`src/rtl/irda_sir_rx_pkg.sv`:
```
// -----------------------------------------------------------------------------
// irda_pkg
// Shared declarations for the IrDA SIR receive path.
//   rx_state_e : receiver FSM states
//   ENTRY_W    : width of one buffered character {break, parity_err, frame_err, data[7:0]}
//   bit_cycles : clock cycles per bit, rounded to the nearest integer
// -----------------------------------------------------------------------------
package irda_pkg;

  localparam int ENTRY_W = 11;

  typedef enum logic [2:0] {
    IDLE   = 3'd0,
    START  = 3'd1,
    DATA   = 3'd2,
    PARITY = 3'd3,
    STOP   = 3'd4
  } rx_state_e;

  // Rounded division so that e.g. 1843200 / 115200 gives exactly 16.
  function automatic int bit_cycles(input int clk, input int baud);
    return (clk + baud / 2) / baud;
  endfunction

endpackage

```
`src/rtl/irda_sir_rx_if.sv`:
```
// -----------------------------------------------------------------------------
// irda_sir_rx_if
// Bundles the IR input and the character stream output of irda_sir_rx.
//   i_ir            : raw IR receiver output (asynchronous)
//   o_data          : head character, LSB-aligned
//   o_frame_err     : head character stop bit was 0
//   o_parity_err    : head character parity mismatch
//   o_break         : head character is a break (zero data + frame error)
//   o_valid/i_ready : FIFO head handshake, pop on o_valid & i_ready
//   o_overrun       : sticky, a character was dropped on a full FIFO
//   i_clear_overrun : clears o_overrun
//   o_busy          : receiver is inside a frame
// slave is the receiver side, master is the consumer/driver side.
// -----------------------------------------------------------------------------
interface irda_sir_rx_if;

  logic       i_ir;
  logic [7:0] o_data;
  logic       o_frame_err;
  logic       o_parity_err;
  logic       o_break;
  logic       o_valid;
  logic       i_ready;
  logic       o_overrun;
  logic       i_clear_overrun;
  logic       o_busy;

  modport slave (
    input  i_ir,
    input  i_ready,
    input  i_clear_overrun,
    output o_data,
    output o_frame_err,
    output o_parity_err,
    output o_break,
    output o_valid,
    output o_overrun,
    output o_busy
  );

  modport master (
    output i_ir,
    output i_ready,
    output i_clear_overrun,
    input  o_data,
    input  o_frame_err,
    input  o_parity_err,
    input  o_break,
    input  o_valid,
    input  o_overrun,
    input  o_busy
  );

endinterface

```
`src/rtl/irda_sir_rx_fifo.sv`:
```
// -----------------------------------------------------------------------------
// sync_fifo
// Single-clock FIFO shared by the IrDA receive and transmit blocks.
//   clk_i, rst_i : clock, synchronous active-high reset (empties the FIFO)
//   push_i       : write wdata_i; ignored when full unless a pop happens too
//   wdata_i      : write data
//   pop_i        : remove head; ignored when empty
//   rdata_o      : head word (FWFT=1) or last popped word (FWFT=0)
//   full_o       : DEPTH words stored
//   empty_o      : no words stored
// -----------------------------------------------------------------------------
module sync_fifo #(
  parameter int WIDTH = 8,
  parameter int DEPTH = 4,
  parameter bit FWFT  = 1'b1
) (
  input  logic             clk_i,
  input  logic             rst_i,
  input  logic             push_i,
  input  logic [WIDTH-1:0] wdata_i,
  input  logic             pop_i,
  output logic [WIDTH-1:0] rdata_o,
  output logic             full_o,
  output logic             empty_o
);

  localparam int AW = $clog2(DEPTH);

  if (DEPTH < 2 || (DEPTH & (DEPTH - 1)) != 0) begin : g_badDepth
    $error("sync_fifo: DEPTH must be a power of two and at least 2");
  end

  logic [WIDTH-1:0] mem_q [DEPTH];
  logic [AW:0]      wrPtr_q;
  logic [AW:0]      rdPtr_q;
  logic             doPush;
  logic             doPop;

  // Pointers carry one extra wrap bit so full and empty are distinguishable.
  assign empty_o = (wrPtr_q == rdPtr_q);
  assign full_o  = (wrPtr_q[AW] != rdPtr_q[AW]) &&
                   (wrPtr_q[AW-1:0] == rdPtr_q[AW-1:0]);

  // A pop frees the head slot on the same edge, so push on full is accepted then.
  assign doPop  = pop_i && !empty_o;
  assign doPush = push_i && (!full_o || doPop);

  always_ff @(posedge clk_i) begin
    if (rst_i) begin
      wrPtr_q <= '0;
      rdPtr_q <= '0;
    end else begin
      if (doPush) wrPtr_q <= wrPtr_q + 1'b1;
      if (doPop)  rdPtr_q <= rdPtr_q + 1'b1;
    end
  end

  always_ff @(posedge clk_i) begin
    if (doPush) mem_q[wrPtr_q[AW-1:0]] <= wdata_i;
  end

  if (FWFT) begin : g_fwft
    assign rdata_o = mem_q[rdPtr_q[AW-1:0]];
  end else begin : g_registered
    logic [WIDTH-1:0] rdata_q;
    always_ff @(posedge clk_i) begin
      if (rst_i)      rdata_q <= '0;
      else if (doPop) rdata_q <= mem_q[rdPtr_q[AW-1:0]];
    end
    assign rdata_o = rdata_q;
  end

endmodule

```
`src/rtl/irda_sir_rx.sv`:
```
// -----------------------------------------------------------------------------
// irda_sir_rx
// IrDA SIR receiver: demodulates 3/16 bit-width IR pulses into UART characters
// and buffers them in a FWFT FIFO.
//   i_clk : sole clock
//   i_rst : synchronous active-high reset (aborts any frame, empties FIFO)
//   bus   : irda_sir_rx_if.slave, IR input plus character/flag/handshake outputs
// A qualified pulse inside a bit period means 0, no pulse means 1. Every pulse
// re-aligns the bit timer so that slow clock drift is absorbed per bit.
// -----------------------------------------------------------------------------
module irda_sir_rx
  import irda_pkg::*;
#(
  parameter int CLK_FREQ      = 1843200,
  parameter int BAUD          = 115200,
  parameter int DATA_BITS     = 8,
  parameter bit PARITY_EN     = 1'b0,
  parameter bit PARITY_EVEN   = 1'b0,
  parameter bit IR_ACTIVE_LOW = 1'b1,
  parameter int MIN_PULSE_CYC = 2,
  parameter int FIFO_DEPTH    = 4
) (
  input logic          i_clk,
  input logic          i_rst,
  irda_sir_rx_if.slave bus
);

  localparam int BIT_CYC = bit_cycles(CLK_FREQ, BAUD);
  localparam int HALF    = BIT_CYC / 2;
  localparam int CNT_W   = $clog2(BIT_CYC);
  localparam int QW      = $clog2(MIN_PULSE_CYC + 1);

  localparam logic [2:0] ST_IDLE   = IDLE;
  localparam logic [2:0] ST_START  = START;
  localparam logic [2:0] ST_DATA   = DATA;
  localparam logic [2:0] ST_PARITY = PARITY;
  localparam logic [2:0] ST_STOP   = STOP;

  if (BIT_CYC < 8) begin : g_badBitCyc
    $error("irda_sir_rx: BIT_CYC must be at least 8");
  end
  if (DATA_BITS < 5 || DATA_BITS > 8) begin : g_badDataBits
    $error("irda_sir_rx: DATA_BITS must be 5..8");
  end
  if (MIN_PULSE_CYC < 1 || MIN_PULSE_CYC > BIT_CYC / 4) begin : g_badMinPulse
    $error("irda_sir_rx: MIN_PULSE_CYC must be 1..BIT_CYC/4");
  end

  logic [1:0]         irSync_q;
  logic               irActive;
  logic [QW-1:0]      pulseCnt_q, pulseCnt_d;
  logic               qpulse;
  logic [2:0]         state_q, state_d;
  logic [CNT_W-1:0]   cnt_q, cnt_d;
  logic               seen_q, seen_d;
  logic [2:0]         bitIdx_q, bitIdx_d;
  logic [7:0]         data_q, data_d;
  logic               parityErr_q, parityErr_d;
  logic               overrun_q, overrun_d;
  logic               decide;
  logic               bitVal;
  logic               expParity;
  logic               frameErr;
  logic               breakFlag;
  logic               push;
  logic [ENTRY_W-1:0] pushEntry;
  logic [ENTRY_W-1:0] fifoHead;
  logic [ENTRY_W-1:0] headEntry;
  logic               fifoFull;
  logic               fifoEmpty;
  logic               fifoPop;

  // Two-flop synchroniser; resets to the idle line level so reset never
  // looks like the leading edge of a pulse.
  always_ff @(posedge i_clk) begin
    if (i_rst) irSync_q <= IR_ACTIVE_LOW ? 2'b11 : 2'b00;
    else       irSync_q <= {irSync_q[0], bus.i_ir};
  end

  assign irActive = IR_ACTIVE_LOW ? ~irSync_q[1] : irSync_q[1];

  // Saturating run-length count of active cycles; the strobe fires only on the
  // cycle the count reaches MIN_PULSE_CYC, so long pulses give one strobe.
  always_comb begin
    pulseCnt_d = '0;
    qpulse     = 1'b0;
    if (irActive) begin
      if (pulseCnt_q != QW'(MIN_PULSE_CYC)) pulseCnt_d = pulseCnt_q + 1'b1;
      else                                  pulseCnt_d = pulseCnt_q;
      qpulse = (pulseCnt_q == QW'(MIN_PULSE_CYC - 1));
    end
  end

  // A realigning pulse wins over a decision in the same cycle; the bit it
  // marks is then decided half a period later with seen already set.
  assign decide    = (state_q != ST_IDLE) && !qpulse && (cnt_q == CNT_W'(HALF));
  assign bitVal    = ~seen_q;
  assign expParity = PARITY_EVEN ? ^data_q : ~^data_q;
  assign frameErr  = ~bitVal;
  assign breakFlag = frameErr && (data_q == 8'h00);
  assign pushEntry = {breakFlag, parityErr_q, frameErr, data_q};

  // Bit timer, pulse memory and frame FSM.
  always_comb begin
    state_d     = state_q;
    cnt_d       = cnt_q;
    seen_d      = seen_q;
    bitIdx_d    = bitIdx_q;
    data_d      = data_q;
    parityErr_d = parityErr_q;
    push        = 1'b0;

    if (state_q == ST_IDLE) begin
      cnt_d  = '0;
      seen_d = 1'b0;
      if (qpulse) begin
        state_d     = ST_START;
        bitIdx_d    = '0;
        data_d      = '0;
        parityErr_d = 1'b0;
      end
    end else begin
      if (qpulse) begin
        cnt_d  = '0;
        seen_d = 1'b1;
      end else begin
        cnt_d = (cnt_q == CNT_W'(BIT_CYC - 1)) ? '0 : cnt_q + 1'b1;
        if (decide) seen_d = 1'b0;
      end

      case (state_q)
        ST_START: begin
          if (decide) begin
            state_d  = ST_DATA;
            bitIdx_d = '0;
          end
        end
        ST_DATA: begin
          if (decide) begin
            data_d[bitIdx_q] = bitVal;
            if (bitIdx_q == 3'(DATA_BITS - 1)) state_d = PARITY_EN ? ST_PARITY : ST_STOP;
            else                               bitIdx_d = bitIdx_q + 1'b1;
          end
        end
        ST_PARITY: begin
          if (decide) begin
            parityErr_d = (bitVal != expParity);
            state_d     = ST_STOP;
          end
        end
        ST_STOP: begin
          if (decide) begin
            push    = 1'b1;
            state_d = ST_IDLE;
            cnt_d   = '0;
          end
        end
        default: state_d = ST_IDLE;
      endcase
    end
  end

  always_ff @(posedge i_clk) begin
    if (i_rst) begin
      pulseCnt_q  <= '0;
      state_q     <= ST_IDLE;
      cnt_q       <= '0;
      seen_q      <= 1'b0;
      bitIdx_q    <= '0;
      data_q      <= '0;
      parityErr_q <= 1'b0;
      overrun_q   <= 1'b0;
    end else begin
      pulseCnt_q  <= pulseCnt_d;
      state_q     <= state_d;
      cnt_q       <= cnt_d;
      seen_q      <= seen_d;
      bitIdx_q    <= bitIdx_d;
      data_q      <= data_d;
      parityErr_q <= parityErr_d;
      overrun_q   <= overrun_d;
    end
  end

  // A new overrun takes priority over a clear in the same cycle.
  assign fifoPop = !fifoEmpty && bus.i_ready;

  always_comb begin
    overrun_d = overrun_q;
    if (push && fifoFull && !fifoPop) overrun_d = 1'b1;
    else if (bus.i_clear_overrun)     overrun_d = 1'b0;
  end

  sync_fifo #(
    .WIDTH (ENTRY_W),
    .DEPTH (FIFO_DEPTH),
    .FWFT  (1'b1)
  ) u_fifo (
    .clk_i   (i_clk),
    .rst_i   (i_rst),
    .push_i  (push),
    .wdata_i (pushEntry),
    .pop_i   (fifoPop),
    .rdata_o (fifoHead),
    .full_o  (fifoFull),
    .empty_o (fifoEmpty)
  );

  // FIFO storage is not reset, so the head is masked while empty.
  assign headEntry        = fifoEmpty ? '0 : fifoHead;
  assign bus.o_data       = headEntry[7:0];
  assign bus.o_frame_err  = headEntry[8];
  assign bus.o_parity_err = headEntry[9];
  assign bus.o_break      = headEntry[10];
  assign bus.o_valid      = !fifoEmpty;
  assign bus.o_overrun    = overrun_q;
  assign bus.o_busy       = (state_q != ST_IDLE);

endmodule

```
`src/flat_wrapper.sv`:
```
// flat-port wrapper written by rule: the top's interface ports become plain ports
module irda_sir_rx_flat import irda_pkg::*;
#(
  parameter int CLK_FREQ      = 1843200,
  parameter int BAUD          = 115200,
  parameter int DATA_BITS     = 8,
  parameter bit PARITY_EN     = 1'b0,
  parameter bit PARITY_EVEN   = 1'b0,
  parameter bit IR_ACTIVE_LOW = 1'b1,
  parameter int MIN_PULSE_CYC = 2,
  parameter int FIFO_DEPTH    = 4
)
  (i_clk, i_rst, bus_i_ir, bus_i_ready, bus_i_clear_overrun, bus_o_data, bus_o_frame_err, bus_o_parity_err, bus_o_break, bus_o_valid, bus_o_overrun, bus_o_busy);
  irda_sir_rx_if bus_i ();
  input logic i_clk;
  input logic i_rst;
  input wire logic [$bits(bus_i.i_ir)-1:0] bus_i_ir;
  input wire logic [$bits(bus_i.i_ready)-1:0] bus_i_ready;
  input wire logic [$bits(bus_i.i_clear_overrun)-1:0] bus_i_clear_overrun;
  output wire logic [$bits(bus_i.o_data)-1:0] bus_o_data;
  output wire logic [$bits(bus_i.o_frame_err)-1:0] bus_o_frame_err;
  output wire logic [$bits(bus_i.o_parity_err)-1:0] bus_o_parity_err;
  output wire logic [$bits(bus_i.o_break)-1:0] bus_o_break;
  output wire logic [$bits(bus_i.o_valid)-1:0] bus_o_valid;
  output wire logic [$bits(bus_i.o_overrun)-1:0] bus_o_overrun;
  output wire logic [$bits(bus_i.o_busy)-1:0] bus_o_busy;
  assign bus_i.i_ir = bus_i_ir;
  assign bus_i.i_ready = bus_i_ready;
  assign bus_i.i_clear_overrun = bus_i_clear_overrun;
  assign bus_o_data = bus_i.o_data;
  assign bus_o_frame_err = bus_i.o_frame_err;
  assign bus_o_parity_err = bus_i.o_parity_err;
  assign bus_o_break = bus_i.o_break;
  assign bus_o_valid = bus_i.o_valid;
  assign bus_o_overrun = bus_i.o_overrun;
  assign bus_o_busy = bus_i.o_busy;
  irda_sir_rx #(.CLK_FREQ(CLK_FREQ), .BAUD(BAUD), .DATA_BITS(DATA_BITS), .PARITY_EN(PARITY_EN), .PARITY_EVEN(PARITY_EVEN), .IR_ACTIVE_LOW(IR_ACTIVE_LOW), .MIN_PULSE_CYC(MIN_PULSE_CYC), .FIFO_DEPTH(FIFO_DEPTH)) u_core (.i_clk(i_clk), .i_rst(i_rst), .bus(bus_i));
endmodule
```
`config.mk`:
```
export PLATFORM = sky130hd
export DESIGN_NAME = irda_sir_rx_flat
export DESIGN_NICKNAME = d
export VERILOG_FILES = /design/src/rtl/irda_sir_rx_pkg.sv /design/src/rtl/irda_sir_rx_if.sv /design/src/rtl/irda_sir_rx_fifo.sv /design/src/rtl/irda_sir_rx.sv /design/src/flat_wrapper.sv
export SDC_FILE = /design/constraint.sdc
export NUM_CORES = 1
export LEC_CHECK = 0
export ABC_AREA = 1
export CAP_MARGIN = 20
export CORE_AREA = 2 2 81 83
export DETAILED_ROUTE_END_ITERATION = 7
export DIE_AREA = 0 0 83 85
export GPL_ROUTABILITY_DRIVEN = 0
export GPL_TIMING_DRIVEN = 0
export HOLD_SLACK_MARGIN = 0.15
export PLACE_DENSITY = 0.78
export SYNTH_ARGS = -nofsm -noshare
export SYNTH_HDL_FRONTEND = slang
export SYNTH_SLANG_ARGS = --single-unit
```
`constraint.sdc`:
```
create_clock -name i_clk -period 3.6 [get_ports i_clk]
set_clock_uncertainty 0.15 [all_clocks]
set_input_delay 0.54 -clock i_clk [delete_from_list [all_inputs] [get_ports i_clk]]
set_output_delay 0.54 -clock i_clk [all_outputs]
set_load 0.1 [all_outputs]
```
# Yosys cells after proc, flatten, opt, wreduce, memory -nomap -nowiden
# Memory sizes are Yosys's and may differ from the RTL's. A register that Yosys moved wholly into a read port is not among the register bits.
# Index checks and enable logic that the tools add are counted.
# W data, S select, Z words.
[totals] ram_bits=44 output_inout_bits=14 inputBits=5 regBits=31 memories=1
[memory_table] name="u_core.u_fifo.mem_q" depth=4 width=11 rd=1 rd_ports_with_merged_regs=1 wr=1 line="irda_sir_rx_fifo.sv:33" rtl="logic [WIDTH-1:0] mem_q [DEPTH];"
[classes] reduce_logical=31 mux=41 order_cmp=2 n_eq_ne=20 bitwise=1 add_sub_neg=5
[op_table] cell="$mux W3" count=11
[op_table] cell="$mux W8" count=4
[op_table] cell="$mux W4" count=4
[op_table] cell="$mux W1" count=15
[op_table] cell="$ne A3 B1 Y1 const B" count=5
[op_table] cell="$pmux W3 S4" count=1
[op_table] cell="$mux W11" count=1
[op_table] cell="$logic_and A1 B1 Y1" count=10
[op_table] cell="$reduce_bool A2 Y1" count=5
[op_table] cell="$add A3 B1 Y3 const B" count=3
[op_table] cell="$bwmux W8" count=1
[op_table] cell="$eq A4 B4 Y1 const B" count=2
[op_table] cell="$logic_not A8 Y1" count=1
[op_table] cell="$reduce_xnor A8 Y1" count=1
[op_table] cell="$eq A3 B2 Y1 const B" count=2
[op_table] cell="$eq A3 B3 Y1 const B" count=2
[op_table] cell="$pmux W3 S2" count=1
[op_table] cell="$reduce_and A3 Y1" count=2
[op_table] cell="$reduce_and A6 Y1" count=1
[op_table] cell="$reduce_bool A3 Y1" count=2
[op_table] cell="$reduce_and A5 Y1" count=1
[op_table] cell="$add A4 B1 Y4 const B" count=1
[op_table] cell="$logic_not A1 Y1" count=4
[op_table] cell="$lt A3 B4 Y1 const B" count=1
[op_table] cell="other kinds (16)" count=19

# Depth between registers and ports, before layout
# Gate-level depths: netlist (run 1).
[logic_depth] depth_word=11 mapped_depth=12 depth_no_buf=12

# By module
# From an unflattened synthesis (run 1), not the netlist that was laid out.
[hier_totals] hier_cells=420 hier_area_um2=3774.9
[modules_own_cells] module="sync_fifo" area_each_um2=2088.3 instances=1 seq_area_each_um2=1481.4 cells_each=173
[modules_own_cells] module="irda_sir_rx" area_each_um2=1686.6 instances=1 seq_area_each_um2=500.5 cells_each=247

# Least setup slack after synthesis (run 1)
# No wires, ideal clock.
[synth_path] kind="reg-to-output" from="register u_core.u_fifo.wrPtr_q[0]" to="output bus_o_data[1]" slack_ps=427 stages_incl_launch_ff=7 path_buffers=1 t_arrival_ps=2483 cell_sequence="dfxtp_1 > xor2_1 > a21oi_1 > nand2_1 > buf_1 > nand2_1 > inv_1"
[synth_between] elab_chain_len=2
[synth_lines] item="start: declaration" line="irda_sir_rx_fifo.sv:34" rtl="logic [AW:0] wrPtr_q;"
[synth_lines] item="start signal: assignment" line="irda_sir_rx_fifo.sv:53" rtl="if (doPush) wrPtr_q <= wrPtr_q + 1'b1;"
[synth_lines] item="$eq A3 B3 Y1" line="irda_sir_rx_fifo.sv:40" rtl="assign empty_o = (wrPtr_q == rdPtr_q);"
[synth_lines] item="$mux W11" line="irda_sir_rx.sv:210" rtl="assign headEntry = fifoEmpty ? '0 : fifoHead;"
[synth_lines] item="end: declaration" line="flat_wrapper.sv:20" rtl="output wire logic [$bits(bus_i.o_data)-1:0] bus_o_data;"
# Every way passes these cells.

==> results of run 1 <==
-- cell usage after synthesis, drive strengths merged --
cell,n
xor2,6
dfxtp,33
clkbuf,8
o21ai,18
nand4,3
nand3,16
xnor2,3
and2,1
buf,2
nor3,8
ha,15
nand2,70
inv,55
nand3b,1
o32ai,11
edfxtp,44
a21oi,16
a211oi,1
nor2,74
or2,11
-- cell type report --
class	instances	area (µm²)
fill	490	2136
sequential	77	1982
multi-input combinational	254	1346
inverter	55	206.4
timing repair buffer	18	195.2
clock buffer	9	123.9
tap	77	96.34
clock inverter	7	73.82
buffer	10	45.04
-- per-stage QoR --
| step | setup WS [ns] | area [µm²] |
|---|---|---|
| floorplan | 0.4271 | 3580 |
| global route | 0.003171 | 4069 |
| finish | 0.1603 | 4069 |
| detailed placement | 0.3304 | 3846 |
| CTS | 0.0002167 | 4041 |
| global placement | 0.3663 | 3846 |
-- critical path: stages (launching register included) --
cell and delay, ns:
dfxtp_1 0.39, clkbuf_1 0.44, o21ai_0 0.19, o32ai_1 0.14, nand2_1 0.07, inv_1 0.05
clkdlybuf4s50_1 1.12
-- cells by family after synthesis --
group / share of synthesized area
buf+inv: 0.07025
compound gates: 0.07969
xor+xnor: 0.02202
fa+ha+maj: 0.05243
simple gates: 0.2220
flops: 0.5537
-- power groups by stage --
stage | combinational, mW | sequential (mW) | clock, mW
finish | 0.305 | 0.970 | 0.642
global route | 0.348 | 0.976 | 0.691
CTS | 0.306 | 0.971 | 0.653
detailed placement | 0.305 | 0.991 | 0
global placement | 0.298 | 0.990 | 0
floorplan | 0.253 | 0.984 | 0
-- layer usage --
| metal | global-route usage | vias up | wire length (µm) |
|---|---|---|---|
| met5 | 0 | - | 0 |
| met1 | 0.2421 | 1214 | 2823 |
| met4 | 0.09687 | 0 | 111 |
| met2 | 0.3270 | 51 | 3012 |
| met3 | 0.03599 | 12 | 294 |
| li1 | - | 1351 | - |
-- flip-flops by register name (all words and copies together) (netlist names), 2 cells and up, named ones only --
register,count
u_core.cnt_q,4
u_core.u_fifo.rdPtr_q,3
u_core.bitIdx_q,3
u_core.state_q,3
u_core.u_fifo.mem_q,44
u_core.irSync_q,2
u_core.data_q,8
u_core.pulseCnt_q,2
u_core.u_fifo.wrPtr_q,3
-- final timing paths --
path | startpoint | end | slack, ns
setup / recovery | register | bus_o_break | 0.16
hold / removal | u_core.irSync_q[0] | u_core.irSync_q[1] | 0.27
setup reg to reg | u_core.pulseCnt_q[1] | u_core.u_fifo.mem_q[0][6] | 0.93
hold reg to reg | u_core.irSync_q[0] | u_core.irSync_q[1] | 0.27
-- cells in the final DEF, fill, tap and decap left out, drive strengths merged --
| cell | n |
|---|---|
| xnor2 | 3 |
| a211oi | 1 |
| nor2 | 74 |
| nor3 | 8 |
| clkinvlp | 1 |
| nand3b | 1 |
| clkbuf | 17 |
| clkinv | 3 |
| a21oi | 16 |
| dlymetal6s2s | 8 |
| o21ai | 18 |
| buf | 3 |
| dlygate4sd2 | 2 |
| nand3 | 16 |
| inv | 57 |
| edfxtp | 44 |
| ha | 15 |
| and2 | 1 |
| xor2 | 6 |
| clkdlybuf4s50 | 7 |
| nand2 | 70 |
| nand4 | 3 |
| bufinv | 1 |
| or2 | 11 |
| dfxtp | 33 |
| o32ai | 11 |
-- what timing repair did --
| item | in CTS | in global routing |
|---|---|---|
| resized for setup | 2 | 8 |
| pin swaps | 0 | 0 |
| setup endpoints to repair | 2 | 8 |
| hold endpoints to repair | 0 | 0 |
| cloned | 0 | 0 |
==> impl_metrics.env, run 1 <==
export IMPL_p_leak_nw=1.773
export IMPL_period_minus_slack_ns=3.440
export IMPL_status="complete, no violations"
export IMPL_finalSetupTns_ns=0
export IMPL_rsz0062_at_grt="false"
export IMPL_ioPinCount=19
export IMPL_n_antenna_cell=0
export IMPL_htreeDepth=3
export IMPL_synth_largest_area_cell="edfxtp_1"
export IMPL_internal_power_mw=1.366
export IMPL_endpoint_kind="output pin"
export IMPL_final_nets=445
export IMPL_post_cts_buffers=0
export IMPL_cts_hold_buf=0
export IMPL_clkSlewWorstSetupHoldPaths_ns=0.08
export IMPL_slew_limit_headroom=0.2994
export IMPL_start_util=0.5769
export IMPL_swShare=0.2875
export IMPL_instances_no_fill=507
export IMPL_antenna_found_initial=0
export IMPL_finish_utilization=0.6558
export IMPL_wl_per_cell_um=12.31
export IMPL_die_y_um=85
export IMPL_worstSetupStartpointType="register"
export IMPL_drt_wl_total_um=6242
export IMPL_ys_seq_area_frac=0.5537
export IMPL_grt_pass1_wl_um=10900
export IMPL_synth_area_mm2=0.003580
export IMPL_drtIter0Drc=155
export IMPL_avgSynthCellArea_um2=9.040
export IMPL_min_period_over_period=0.9555
export IMPL_ff2ff_path_depth=9
export IMPL_worst_pin_slew_ns=1.047
export IMPL_cts_buffer_depth=2
export IMPL_hold_path_class="reg -> reg"
export IMPL_netlist_instances=396
export IMPL_synth_nets=416
export IMPL_drcViolationCount=0
export IMPL_dp_hpwl_um=4238
export IMPL_ys_ff_latch=77
export IMPL_core_mm2=0.006205
export IMPL_clock_sinks=77
export IMPL_yosys_top_cells_area="edfxtp_1 37%, dfxtp_1 18%, nor2_1 7.4%"
export IMPL_clkLatencyLatePin_ns=0.34
export IMPL_final_max_slew_viol_count=0
export IMPL_synth_top_area_frac=0.3691
export IMPL_num_vias=2628
export IMPL_yosys_cell_types_count=27
export IMPL_fp_dieW_um=83
export IMPL_drtPass1Iterations=4
export IMPL_critPathKind="reg -> out"
export IMPL_path_max_fanout=10
export IMPL_cts_tree="yes"
export IMPL_clock_power_share=0.335
export IMPL_hold_viol=0
export IMPL_hold_depth=1
export IMPL_numCtsBuffers=9
export IMPL_rows=29
export IMPL_grt_pass1_vias=2418
export IMPL_drtAntennaViolNets=0
export IMPL_ir_drop_uv=434.2
export IMPL_dp_cells=490
export IMPL_p_comb_frac=0.159
export IMPL_grt_overflow=0
export IMPL_grt_usage=0.1942
export IMPL_seqPwrFrac=0.506
export IMPL_yosysWarnings=0
export IMPL_hold_slack_ns=0.2679
export IMPL_io_buffers=17
export IMPL_grt_max_degree=15
export IMPL_crit_arrival_ns=2.75
export IMPL_via_per_inst=5.183
export IMPL_required_ns=2.91
export IMPL_switchingPower_mw=0.5513
export IMPL_power_per_cell_area_mw_per_mm2=471.2
export IMPL_root_buffer="clkbuf_8"
export IMPL_setup_violations=0
export IMPL_drive_above_1_share=0.09302
export IMPL_cap_violations=0
export IMPL_finalPower_mw=1.917
export IMPL_die_area_mm2=0.007055
export IMPL_max_clock_freq_mhz=290.7
export IMPL_synthToLayoutAreaGrowth_pct=13.67
No activity file was read; power rests on OpenSTA's default activity.
==> run 2, diff against run 1 <==
CTS_CLUSTER_DIAMETER = 50   (was unset)
==> results of run 2 <==
Final layout, timing and power as in run 1 (identical DEF).
